--- src/rtl/demux_router_if.sv ---
// demux_router_if: producer-side and consumer-side signals of the 1-to-8 router.
//   slave  modport : router view (takes I_*, O_READY; drives I_READY, O_*, ACC_CNT)
//   master modport : environment view (the opposite directions)
// Ports carried:
//   I_DATA[W], I_SEL[3], I_BCAST, I_VALID, I_READY   input handshake
//   O_DATA[8*W] (channel k at [k*W +: W]), O_VALID[8], O_READY[8]
//   ACC_CNT[CNT_W]  saturating count of accepted input words
interface demux_router_if #(
  parameter int W     = 8,
  parameter int CNT_W = 16
);
  logic [W-1:0]     I_DATA;
  logic [2:0]       I_SEL;
  logic             I_BCAST;
  logic             I_VALID;
  logic             I_READY;
  logic [8*W-1:0]   O_DATA;
  logic [7:0]       O_VALID;
  logic [7:0]       O_READY;
  logic [CNT_W-1:0] ACC_CNT;

  modport slave (
    input  I_DATA, I_SEL, I_BCAST, I_VALID, O_READY,
    output I_READY, O_DATA, O_VALID, ACC_CNT
  );

  modport master (
    output I_DATA, I_SEL, I_BCAST, I_VALID, O_READY,
    input  I_READY, O_DATA, O_VALID, ACC_CNT
  );
endinterface

--- src/rtl/demux_router.sv ---
// demux_router: registered 1-to-8 demultiplexer with optional broadcast.
// One input word per valid/ready handshake is written into the one-entry
// holding slot of the channel named by I_SEL, or into all eight slots when
// I_BCAST is set (only if every slot is free or draining this cycle).
// Ports:
//   CLK    rising-edge clock
//   RST_N  asynchronous active-low reset (clears slots and counter)
//   bus    demux_router_if.slave (input handshake, 8 output channels, ACC_CNT)

// One channel's holding register. A load wins over a drain so the slot can
// stream one word per cycle.
module demux_router_slot #(
  parameter int W = 8
) (
  input  logic         CLK,
  input  logic         RST_N,
  input  logic         load_i,
  input  logic [W-1:0] data_i,
  input  logic         ready_i,
  output logic         valid_o,
  output logic [W-1:0] data_o,
  output logic         free_o
);
  logic         valid_q;
  logic [W-1:0] data_q;
  logic         drain;

  assign drain = valid_q & ready_i;

  always_ff @(posedge CLK or negedge RST_N) begin
    if (!RST_N) begin
      valid_q <= 1'b0;
      data_q  <= '0;
    end else if (load_i) begin
      valid_q <= 1'b1;
      data_q  <= data_i;
    end else if (drain) begin
      // data_q keeps its last value once drained
      valid_q <= 1'b0;
    end
  end

  assign valid_o = valid_q;
  assign data_o  = data_q;
  assign free_o  = ~valid_q | drain;
endmodule

module demux_router #(
  parameter int W     = 8,
  parameter int CNT_W = 16
) (
  input logic           CLK,
  input logic           RST_N,
  demux_router_if.slave bus
);
  localparam int NUM_LANES = 8;

  logic [NUM_LANES-1:0]        slot_free;
  logic [NUM_LANES-1:0]        load;
  logic [NUM_LANES-1:0][W-1:0] slot_data;
  logic                        ready;
  logic                        accept;
  logic [CNT_W-1:0]            cnt_q, cnt_d;

  // Ready looks only at slot state and routing controls, never at I_VALID,
  // so no combinational path runs back to the producer.
  assign ready  = bus.I_BCAST ? (&slot_free) : slot_free[bus.I_SEL];
  assign accept = bus.I_VALID & ready;

  assign bus.I_READY = ready;

  genvar k;
  generate
    for (k = 0; k < NUM_LANES; k++) begin : g_lane
      assign load[k] = accept & (bus.I_BCAST | (bus.I_SEL == 3'(k)));

      demux_router_slot #(.W(W)) u_slot (
        .CLK     (CLK),
        .RST_N   (RST_N),
        .load_i  (load[k]),
        .data_i  (bus.I_DATA),
        .ready_i (bus.O_READY[k]),
        .valid_o (bus.O_VALID[k]),
        .data_o  (slot_data[k]),
        .free_o  (slot_free[k])
      );

      assign bus.O_DATA[k*W +: W] = slot_data[k];
    end
  endgenerate

  // Saturating counter: a broadcast is a single accept.
  always_comb begin
    cnt_d = cnt_q;
    if (accept && (cnt_q != {CNT_W{1'b1}}))
      cnt_d = cnt_q + 1'b1;
  end

  always_ff @(posedge CLK or negedge RST_N) begin
    if (!RST_N) cnt_q <= '0;
    else        cnt_q <= cnt_d;
  end

  assign bus.ACC_CNT = cnt_q;
endmodule
--- src/flat_wrapper.sv ---
// flat-port wrapper written by rule: the top's interface ports become plain ports
module demux_router_flat 
#(
  parameter int W     = 8,
  parameter int CNT_W = 16
)
  (CLK, RST_N, bus_I_DATA, bus_I_SEL, bus_I_BCAST, bus_I_VALID, bus_O_READY, bus_I_READY, bus_O_DATA, bus_O_VALID, bus_ACC_CNT);
  demux_router_if #(.W(W), .CNT_W(CNT_W)) bus_i ();
  input logic CLK;
  input logic RST_N;
  input wire logic [$bits(bus_i.I_DATA)-1:0] bus_I_DATA;
  input wire logic [$bits(bus_i.I_SEL)-1:0] bus_I_SEL;
  input wire logic [$bits(bus_i.I_BCAST)-1:0] bus_I_BCAST;
  input wire logic [$bits(bus_i.I_VALID)-1:0] bus_I_VALID;
  input wire logic [$bits(bus_i.O_READY)-1:0] bus_O_READY;
  output wire logic [$bits(bus_i.I_READY)-1:0] bus_I_READY;
  output wire logic [$bits(bus_i.O_DATA)-1:0] bus_O_DATA;
  output wire logic [$bits(bus_i.O_VALID)-1:0] bus_O_VALID;
  output wire logic [$bits(bus_i.ACC_CNT)-1:0] bus_ACC_CNT;
  assign bus_i.I_DATA = bus_I_DATA;
  assign bus_i.I_SEL = bus_I_SEL;
  assign bus_i.I_BCAST = bus_I_BCAST;
  assign bus_i.I_VALID = bus_I_VALID;
  assign bus_i.O_READY = bus_O_READY;
  assign bus_I_READY = bus_i.I_READY;
  assign bus_O_DATA = bus_i.O_DATA;
  assign bus_O_VALID = bus_i.O_VALID;
  assign bus_ACC_CNT = bus_i.ACC_CNT;
  demux_router #(.W(W), .CNT_W(CNT_W)) u_core (.CLK(CLK), .RST_N(RST_N), .bus(bus_i));
endmodule
--- config.mk ---
export PLATFORM = sky130hd
export DESIGN_NAME = demux_router_flat
export DESIGN_NICKNAME = d
export VERILOG_FILES = /design/src/rtl/demux_router_if.sv /design/src/rtl/demux_router.sv /design/src/flat_wrapper.sv
export SDC_FILE = /design/constraint.sdc
export NUM_CORES = 1
export LEC_CHECK = 0
export CORE_ASPECT_RATIO = 1.75
export CORE_MARGIN = 2
export CORE_UTILIZATION = 47
export CTS_CLUSTER_SIZE = 20
export DETAILED_ROUTE_END_ITERATION = 10
export PLACE_DENSITY = 0.77
export SLEW_MARGIN = 20
export SYNTH_ARGS = -nofsm -noshare
export SYNTH_HDL_FRONTEND = slang
export SYNTH_SLANG_ARGS = --single-unit
export TNS_END_PERCENT = 5
--- constraint.sdc ---
create_clock -name CLK -period 2.8 [get_ports CLK]
set_clock_uncertainty 0.2 [all_clocks]
set_input_delay 0.56 -clock CLK [delete_from_list [all_inputs] [get_ports CLK]]
set_output_delay 0.56 -clock CLK [all_outputs]
set_load 0.005 [all_outputs]
==> results of run 1 <==
## registers in the layout, summed over array words and instances (netlist names)
register / flops
u_core.g_lane.u_slot.data_o: 64
u_core.bus.ACC_CNT: 16
u_core.g_lane.u_slot.valid_o: 8
## metrics by stage
stage | TNS, ns | area, um2
3_5_place_dp | -39.92 | 5050
2_1_floorplan | 0 | 3740
3_3_place_gp | -34.35 | 5050
5_1_grt | -1.40 | 5420
6_report | -0.00475 | 5420
4_1_cts | -0.363 | 5410
## cell type report
type                            instances  area [um2]
Timing Repair Buffer                  135        1290
Clock buffer                           13         260
Sequential cell                        88        2200
Tap cell                               90         113
Fill cell                             563        2440
Multi-Input combinational cell        169        1490
Clock inverter                          3        40.0
Inverter                                5        18.8
## metal layers
metal / GRT usage (%) / share of wire [%]
met3: 5.46 / 5.3
met4: 8.73 / 1.7
met5: 0 / 0
met2: 41.6 / 56
met1: 27.3 / 37
## power groups by stage
stage	Combinational (W)	Sequential, W	Clock, W
final	0.00135	0.00185	0.00120
after detailed placement	0.00135	0.00186	0
after floorplan	0.000446	0.00185	0
after global placement	0.00132	0.00186	0
after CTS	0.00136	0.00186	0.00123
after global routing	0.00145	0.00190	0.00128
## critical path, stage by stage
cell and delay, ns:
clkdlybuf4s50_1 0.43, nor4bb_2 0.28, nor3_1 0.10, a221o_1 0.40
and2_1 0.15, buf_2 0.12
## cells by family (layout without fill, tap and decap cells)
family,Yosys count,in the layout
AND/OR/NAND/NOR,59,59
buffers and inverters,20,156
AO/OA/AOI/OAI,37,37
adder cells (fa/ha/maj),1,1
multiplexers,67,67
XOR/XNOR,5,5
flip-flops,88,88
## cells in the final DEF (no fill, tap or decap), drive strengths merged, types with 2 or more instances in the layout
master / Yosys / final
nand2b: 8 / 8
nor3: 2 / 2
xnor2: 3 / 3
inv: 5 / 5
mux2: 66 / 66
nand4: 7 / 7
clkinv: 0 / 2
nor2: 13 / 13
a21oi: 3 / 3
nor4bb: 2 / 2
and3: 2 / 2
xor2: 2 / 2
nand2: 7 / 7
clkdlybuf4s50: 0 / 102
dfrtp: 88 / 88
o31ai: 2 / 2
o41ai: 11 / 11
nand3: 11 / 11
clkdlybuf4s15: 0 / 3
dlygate4sd2: 0 / 4
o21ai: 12 / 12
a31oi: 6 / 6
clkbuf: 2 / 13
buf: 13 / 26
## path summary, 6_finish.rpt
check	end	slack, ns	cells after the start
min reg2reg	u_core.g_lane[7].u_slot.data_o[4]$_DFFE_PN0P_	0.29	1
max in group asynchronous	u_core.g_lane[5].u_slot.data_o[5]$_DFFE_PN0P_	1.70	2
max	bus_I_READY	-0.005	6
min in group CLK	u_core.g_lane[7].u_slot.data_o[4]$_DFFE_PN0P_	0.29	1
max reg2reg	u_core.g_lane[2].u_slot.data_o[7]$_DFFE_PN0P_	0.24	7
min	u_core.bus.ACC_CNT[15]$_DFFE_PN0P_	0.04	1
## what timing repair did
action | in CTS | in global routing
setup endpoints to repair | 80 | 65
gates cloned | 0 | 0
pin swaps | 5 | 1
resized for setup | 23 | 3
buffers inserted | 1 | 0
==> key figures, run 1 <==
Setup path
  • Arrival @ worst endpoint: 2.04 ns
  • Critical-path maximum fanout: 2
  • Crit path from: bus_O_READY[2]
  • Startpoint Class: input pin
  • Setup CP Type: in2out
  • R2R Path Start: u_core.g_lane[2].u_slot.valid_o$_DFFE_PN0P_
  • Critical Path RT: 2.04 ns
  • Critical Path Sink Type: output port

Synth
  • Mux cell area share after synthesis: 20.4%
  • Adder-cell area share of the yosys netlist: 0.334%
  • Number of synthesized flops with an enable pin: 0
  • Cell taking the most area after synthesis: dfrtp_1
  • Proportion of netlist area held by the largest area contributor: 58.8%
  • Largest cells by area after synthesis: dfrtp_1, mux2_2, mux2_1
  • Seq cells post-synth: 88
  • Average size of a mapped cell: 13.5 um2
  • Compound-gate portion of the synthesized area: 6.72%
  • Simple-Gate Fraction of Synth Area: 9.42%
  • Seq/Total Area, Yosys: 58.8%
  • Largest family of logic cells by synthesized area: multiplexers
  • Syn Std Cell Area: 0.00374 mm2
  • Synth Flop Type: dfrtp_1
  • Most frequent cell after synthesis: dfrtp_1
  • Post-synth top cells: dfrtp_1, mux2_2, mux2_1
  • Xor and xnor fraction of the mapped netlist area: 1.17%
  • Async set or reset register ratio after synthesis: 100%
  • Post-synthesis cell count: 277
  • Synthesis warning total: 0
  • Post-synth cell types: 39
  • Net count after synthesis: 301

Die
  • Chip height: 122 um
  • Top Ports: 112
  • Die W: 71.5 um
  • Die ar.: 0.00873 mm2
  • Rows: 43
  • Initial core utilization: 47.7%
  • Core Region: 0.00786 mm2

Cells and area
  • Area growth from synthesis to layout: 44.7%
  • Nets: 432
  • N_diodes: 0
  • Layout cells sized above 1: 26.6%
  • Final cell count without fillers: 503
  • Final Core Density: 69.0%

Timing
  • Period utilisation layout: 100%
  • Worst Slack Setup Final: -0.00475 ns
  • Worst-margin pin slew: 0.616 ns
  • Fin Hold WS: 0.0420 ns
  • Slew HR: 58.9%
  • Hold Vio Cnt, Final: 0
  • Minimum clock period: 2.80 ns
  • Max-slew violations: 0
  • Highest Clock Rate: 357 MHz
  • # setup viols final: 1
  • RSZ-0062 raised after global routing: true

Route
  • DRC viols: 0
  • DRT iter0 DRCs: 226
  • DRT antenna net count: 0
  • Wirelength, routed: 9820 um
  • 1st-pass router iterations: 6
  • Drt wl/cell: 19.5 um
  • Vias: 2858
  • Routed vias/inst: 5.68

Min path
  • Worst Hold Class: in2async

Clock tree
  • CTS tree: built
  • Clk slew on worst S/H paths: 0.06 ns
  • CTS Sinks: 88
  • H-tree depth: 3
  • Hold_buf cts: 0
  • Max clock buf depth: 2
  • Clock Root Buffer: clkbuf_16
  • Later-pin clock latency in the skew report: 0.34 ns
  • TritonCTS buffer count: 9

Power
  • Gate power share: 30.6%
  • Pwr/cell area: 813 mW/mm2
  • Internal Dissipation: 0.00325 W
  • Overall power after layout: 0.00441 W
  • LEAKAGE: 2.25 nW
  • Net Sw Frac: 26.2%
  • VDD IR max: 596 uV
  • Switching pwr: 0.00115 W
  • Sequential Power Share: 42.1%
  • Clock power share: 27.3%

Placed design
  • PortBufs: 111
  • HPWL after DPL: 7010 um
  • Pre-CTS WS: -0.612 ns
  • RD Place Congestion: 0.852
  • Dpl cells: 486

Global route
  • Vias in the first global route: 2863
  • Grt total ovfl: 0
  • Global-route wire length before repair: 15300 um
  • Initial antenna violation count: 0
  • Maximum number of pins on one net before global-route repair: 47
  • Gr usage total: 23.5%

Run
  • Max Cap Viol: 0

Outcome
  • Failing checks: setup timing
  • Status: finished, violations left
Power figures use the tool's default switching activity.
==> run 2: changes to the inputs <==
Settings changed: CORE_MARGIN 2 to default, SLEW_MARGIN 20 to default.
==> run 2 against run 1 <==
Net effect: the flow now finishes without violations; fmax is 1.5% higher; clock-buffer cell count is 1 lower; power decreased by 1.1%; largest cell class unchanged; highest routed layer unchanged.
==> key figures, run 2 (synthesis results as in run 1) <==
Outcome
  • Status: completed

Route
  • Wirelength, routed: 9250 um (-5.8%)
  • Drt wl/cell: 18.5 um (-5.4%)
  • Vias: 2837 (-0.73%)
  • DRT antenna net count: 0 (unchanged)
  • DRT iter0 DRCs: 211 (-6.6%)
  • 1st-pass router iterations: 4 (-2)
  • DRC viols: 0 (unchanged)
  • Routed vias/inst: 5.66 (-0.34%)

Timing
  • Slew HR: 62.6% (+3.7 points)
  • # setup viols final: 0 (-1)
  • Minimum clock period: 2.76 ns (-0.0413 ns)
  • TNS Setup: 0 ns (+0.00475 ns)
  • Period utilisation layout: 98.7% (-1.5 points)
  • Worst Slack Setup Final: 0.0365 ns (+0.0413 ns)
  • Max-slew violations: 0 (unchanged)
  • RSZ-0062 raised after global routing: false
  • Fin Hold WS: 0.0141 ns (-0.0279 ns)
  • Highest Clock Rate: 362 MHz (+1.5%)
  • Worst-margin pin slew: 0.561 ns (-0.0549 ns)
  • Hold Vio Cnt, Final: 0 (unchanged)

Clock tree
  • Max clock buf depth: 2 (unchanged)
  • CTS Sinks: 88 (unchanged)
  • TritonCTS buffer count: 9 (unchanged)
  • Later-pin clock latency in the skew report: 0.33 ns (about the same)
  • Clk slew on worst S/H paths: 0.06 ns (about the same)
  • CTS tree: built
  • Clock Root Buffer: clkbuf_16
  • H-tree depth: 3 (unchanged)

Setup path
  • Critical-path maximum fanout: 2 (unchanged)
  • Arrival @ worst endpoint: 2.00 ns (-0.04 ns)
  • Critical Path RT: 2.04 ns (about the same)
  • Worst-path cell chain: clkdlybuf4s15_1, nand2b_4, mux4_2, a221o_1, and2_1, buf_2
  • Critical Path Sink Type: output port
  • Startpoint Class: input pin
  • Buf/Inv on CP: 2 (unchanged)
  • Setup CP Type: in2out
  • Family with the most delay on the worst path: multiplexers
  • Crit-path slowest cell: mux4_2
  • Critical Path Max Stage Delay: 0.47 ns (+0.04 ns)

Power
  • Pwr/cell area: 802 mW/mm2 (-1.4%)
  • VDD IR max: 559 uV (-6.3%)
  • LEAKAGE: 2.26 nW (+0.68%)

Cells and area
  • Largest register FFs: 64 (unchanged)
  • FF+latch area: 0.00220 mm2 (unchanged)
  • Area growth from synthesis to layout: 45.0%
  • Most frequent cells in the layout: clkdlybuf4s50_1, dfrtp_1, mux2_2
  • Design area: 0.00543 mm2 (+0.23%)
  • N_diodes: 0 (unchanged)
  • Multi-input logic area: 0.00151 mm2 (+1.1%)
  • Layout cells sized above 1: 26.2% (-0.48 points)
  • Final cell count without fillers: 501 (-0.40%)
  • # fillers: 538 (-4.4%)
  • Leading cell type in the layout, fill and taps excluded: clkdlybuf4s50_1
  • Nets: 433 (+0.23%)

Placed design
  • Dpl cells: 483 (-0.62%)
  • Pre-CTS WS: -0.677 ns (-0.0652 ns)
  • RD Place Congestion: 0.905 (+6.2%)
  • HPWL after DPL: 6680 um (-4.7%)
  • Placed cell area: 0.00504 mm2 (-0.20%)
  • PortBufs: 111 (unchanged)

Min path
  • Worst Hold Class: in2async

Global route
  • Maximum number of pins on one net before global-route repair: 45 (-4.3%)
  • Vias in the first global route: 2928 (+2.3%)
  • Grt total ovfl: 0 (unchanged)
  • Gr usage total: 23.5% (+0.025 points)
  • Global-route wire length before repair: 15000 um (-2.2%)
  • Initial antenna violation count: 0 (unchanged)

Die
  • Chip height: 120 um (-1.6%)
  • Die W: 69.5 um (-2.8%)
  • Initial core utilization: 49.1% (+1.5 points)
  • Die ar.: 0.00834 mm2 (-4.4%)
  • Rows: 42 (-2.3%)
  • Core Region: 0.00762 mm2 (-3.0%)
  • Top Ports: 112 (unchanged)

Run
  • Max Cap Viol: 0 (unchanged)
run 2: area by class of cell:
type | instances | share of cell area, %
Sequential cell | 88 | 40.6
Inverter | 5 | 0.346
Timing Repair Buffer | 136 | 24.0
Clock inverter | 3 | 0.783
Clock buffer | 12 | 4.54
Tap cell | 88 | 2.03
Multi-Input combinational cell | 169 | 27.8
run 2: timing repair:
item | 4_1_cts | 5_1_grt
hold buffers | 0 | 0
endpoints found under the setup margin | 65 | 15
pin swaps | 2 | 8
hold endpoints to repair | 0 | 0
resized for setup | 24 | 8
buffers inserted | 2 | 1
run 2: per-layer routing:
| layer | global-route usage, % | part of all wire [%] | wire length [um] | up-vias |
|---|---|---|---|---|
| met5 | 0 | 0 | 0 | - |
| met4 | 9.95 | 2.9 | 264 | 0 |
| met3 | 5.37 | 5.4 | 501 | 22 |
| met2 | 42.8 | 55 | 5090 | 98 |
| met1 | 25.9 | 37 | 3390 | 1427 |
| li1 | - | - | - | 1290 |
run 2: worst paths after layout:
check,from,end,slack [ns],cells past startpoint
max,bus_O_READY[7],bus_I_READY,0.04,6
min in group CLK,u_core.g_lane[7].u_slot.data_o[7]$_DFFE_PN0P_,u_core.g_lane[7].u_slot.data_o[7]$_DFFE_PN0P_,0.28,1
max reg2reg,u_core.g_lane[7].u_slot.valid_o$_DFFE_PN0P_,u_core.g_lane[6].u_slot.data_o[1]$_DFFE_PN0P_,0.21,8
min reg2reg,u_core.g_lane[7].u_slot.data_o[7]$_DFFE_PN0P_,u_core.g_lane[7].u_slot.data_o[7]$_DFFE_PN0P_,0.28,1
max in group asynchronous,RST_N,u_core.g_lane[6].u_slot.valid_o$_DFFE_PN0P_,1.75,2
min,RST_N,u_core.bus.ACC_CNT[1]$_DFFE_PN0P_,0.01,1
run 2: through the flow:
stage / power [W] / util, %
after CTS: 0.00440 / 71.0
after floorplan: 0.00229 / -
final: 0.00436 / 71.3
after detailed placement: 0.00320 / 66.2
after global routing: 0.00457 / 71.3
after global placement: 0.00316 / 66.2
run 2: report_power, final:
part	switching (W)	internal, W
clock	0.000456	0.000709
combinational	0.000452	0.000906
sequential	0.000222	0.00161
total	0.00113	0.00323
==> run 3: changes to the inputs <==
==> constraint.sdc (replaced) <==
create_clock -name CLK -period 2.8 [get_ports CLK]
set_clock_uncertainty 0.2 [all_clocks]
set_input_delay 0.84 -clock CLK [delete_from_list [all_inputs] [get_ports CLK]]
set_output_delay 0.84 -clock CLK [all_outputs]
set_load 0.005 [all_outputs]
==> run 3 against run 2 <==
Net effect: the flow now finishes with violations (setup timing); global-route usage up 1.4 points; hold slack improved by 0.27 ns; largest power group unchanged; critical path depth stayed put; fmax decreased by 14%; first-iteration DRC count up 4.3%; register-to-register slack about the same; critical endpoint unchanged; power grew 11%; utilization grew 2.8 points; design area grew 3.9%; sequential power about the same; non-clock buffer count increased by 11; wire length rose by 7.0%.
==> key figures, run 3 (synthesis results as in run 1) <==
Cells and area
  • Design area: 0.00564 mm2 (+3.9%)
  • N_diodes: 0 (unchanged)
  • Nets: 444 (+2.5%)
  • Final cell count without fillers: 513 (+2.4%)
  • Area growth from synthesis to layout: 50.7%
  • Layout cells sized above 1: 30.4% (+4.2 points)
  • Leading cell type in the layout, fill and taps excluded: clkdlybuf4s50_1
  • Final Core Density: 74.1% (+2.8 points)
  • Most frequent cells in the layout: clkdlybuf4s50_1, dfrtp_1, mux2_2
  • Largest register FFs: 64 (unchanged)

Global route
  • Global-route wire length before repair: 15800 um (+5.3%)
  • Maximum number of pins on one net before global-route repair: 43 (-4.4%)
  • Gr usage total: 24.9% (+1.4 points)
  • Vias in the first global route: 3044 (+4.0%)
  • Initial antenna violation count: 0 (unchanged)
  • Grt total ovfl: 0 (unchanged)

Timing
  • Fin Hold WS: 0.282 ns (+0.268 ns)
  • Max-slew violations: 0 (unchanged)
  • Worst Slack Setup Final: -0.403 ns (-0.439 ns)
  • Slew HR: 62.1% (-0.49 points)
  • Worst-margin pin slew: 0.568 ns (+0.00740 ns)
  • Period utilisation layout: 114% (+16 points)
  • Hold Vio Cnt, Final: 0 (unchanged)
  • Highest Clock Rate: 312 MHz (-14%)
  • # setup viols final: 10 (+10)
  • Minimum clock period: 3.20 ns (+0.439 ns)
  • RSZ-0062 raised after global routing: true

Die
  • Die W: 69.5 um (unchanged)
  • Rows: 42 (unchanged)
  • Die ar.: 0.00834 mm2 (unchanged)
  • Chip height: 120 um (unchanged)
  • Top Ports: 112 (unchanged)
  • Initial core utilization: 49.1% (unchanged)
  • Core Region: 0.00762 mm2 (unchanged)

Placed design
  • Dpl cells: 492 (+1.9%)
  • PortBufs: 111 (unchanged)
  • HPWL after DPL: 6870 um (+2.8%)
  • Placed cell area: 0.00514 mm2 (+1.9%)
  • RD Place Congestion: 0.889 (-1.7%)

Clock tree
  • Later-pin clock latency in the skew report: 0.34 ns (about the same)
  • Max clock buf depth: 2 (unchanged)
  • H-tree depth: 3 (unchanged)
  • CTS tree: built
  • CTS Sinks: 88 (unchanged)
  • Clock Root Buffer: clkbuf_16
  • Clk slew on worst S/H paths: 0.06 ns (about the same)
  • TritonCTS buffer count: 9 (unchanged)

Setup path
  • Crit-path slowest cell: mux4_2
  • Critical-path maximum fanout: 2 (unchanged)
  • CP most frequent cell: buf_6
  • Worst-path cell chain: buf_6, nand2b_4, mux4_2, a221o_1, and2_4, buf_6
  • Critical Path Max Stage Delay: 0.46 ns (about the same)
  • Critical Path RT: 1.76 ns (-0.28 ns)
  • Critical Path Sink Type: output port
  • Family with the most delay on the worst path: multiplexers
  • Buf/Inv on CP: 2 (unchanged)
  • Setup CP Type: in2out
  • Startpoint Class: input pin
  • Arrival @ worst endpoint: 2.16 ns (+0.16 ns)

Power
  • Net Sw Frac: 24.5% (-1.4 points)
  • Internal Dissipation: 0.00364 W (+13%)
  • VDD IR max: 583 uV (+4.3%)
  • Gate power share: 29.1% (-2.1 points)
  • Clock power share: 32.8% (+6.0 points)
  • Sequential Power Share: 38.2% (-3.9 points)
  • Pwr/cell area: 855 mW/mm2 (+6.6%)
  • LEAKAGE: 2.38 nW (+5.1%)
  • Switching pwr: 0.00118 W (+4.7%)
  • Overall power after layout: 0.00483 W (+11%)

Outcome
  • Status: finished, violations left
  • Failing checks: setup timing

Route
  • 1st-pass router iterations: 4 (unchanged)
  • Routed vias/inst: 5.61 (-1.0%)
  • DRT antenna net count: 0 (unchanged)
  • DRC viols: 0 (unchanged)
  • Wirelength, routed: 9900 um (+7.0%)
  • DRT iter0 DRCs: 220 (+4.3%)
  • Drt wl/cell: 19.3 um (+4.5%)
  • Vias: 2876 (+1.4%)

Min path
  • Worst Hold Class: reg2reg

Run
  • Max Cap Viol: 0 (unchanged)
run 3: cell type report:
type / instances / area, um2
Sequential cell: 88 / 2200
Fill cell: 499 / 1980
Multi-Input combinational cell: 169 / 1510
Timing Repair Buffer: 147 / 1400
Clock buffer: 11 / 253
Clock inverter: 5 / 150
Tap cell: 88 / 110
Inverter: 5 / 18.8
run 3: routing by layer:
metal  part of all wire, %  global-route usage, %
met5                     0                      0
met3                   4.9                   6.05
met4                   2.7                   12.6
met2                    55                   43.6
met1                    38                   27.8
run 3: timing repair:
action / 4_1_cts / 5_1_grt
buffers inserted: 5 / 0
hold buffers: 0 / 0
cloned: 0 / 0
pin swaps: 9 / 5
resized for setup: 41 / 8
endpoints found under the setup margin: 89 / 45
run 3: worst paths after layout:
check                                                                      to  slack (ns)                                     startpoint  cells after the start
worst max-delay path                                              bus_I_READY       -0.40                                 bus_O_READY[6]                      6
worst min-delay path            u_core.g_lane[7].u_slot.data_o[6]$_DFFE_PN0P_        0.28  u_core.g_lane[7].u_slot.data_o[6]$_DFFE_PN0P_                      1
worst max register to register  u_core.g_lane[1].u_slot.data_o[4]$_DFFE_PN0P_        0.21    u_core.g_lane[6].u_slot.valid_o$_DFFE_PN0P_                      9
worst min register to register  u_core.g_lane[7].u_slot.data_o[6]$_DFFE_PN0P_        0.28  u_core.g_lane[7].u_slot.data_o[6]$_DFFE_PN0P_                      1
max in group asynchronous       u_core.g_lane[6].u_slot.data_o[2]$_DFFE_PN0P_        1.48                                          RST_N                      2
min in group asynchronous                  u_core.bus.ACC_CNT[15]$_DFFE_PN0P_        0.29                                          RST_N                      1
run 3: metrics by stage:
stage	TNS [ns]	setup slack (ns)
detailed placement	-67.56	-1.14
floorplan	-0.868	-0.193
global route	-1.52	-0.406
CTS	-0.505	-0.403
global placement	-65.97	-1.12
finish	-0.673	-0.403
run 3: power groups by stage:
stage	Sequential, W	Clock, W	Combinational [W]
5_1_grt	0.00189	0.00166	0.00150
3_3_place_gp	0.00184	0	0.00135
3_5_place_dp	0.00186	0	0.00137
2_1_floorplan	0.00185	0	0.000452
6_report	0.00184	0.00158	0.00140
4_1_cts	0.00184	0.00160	0.00141
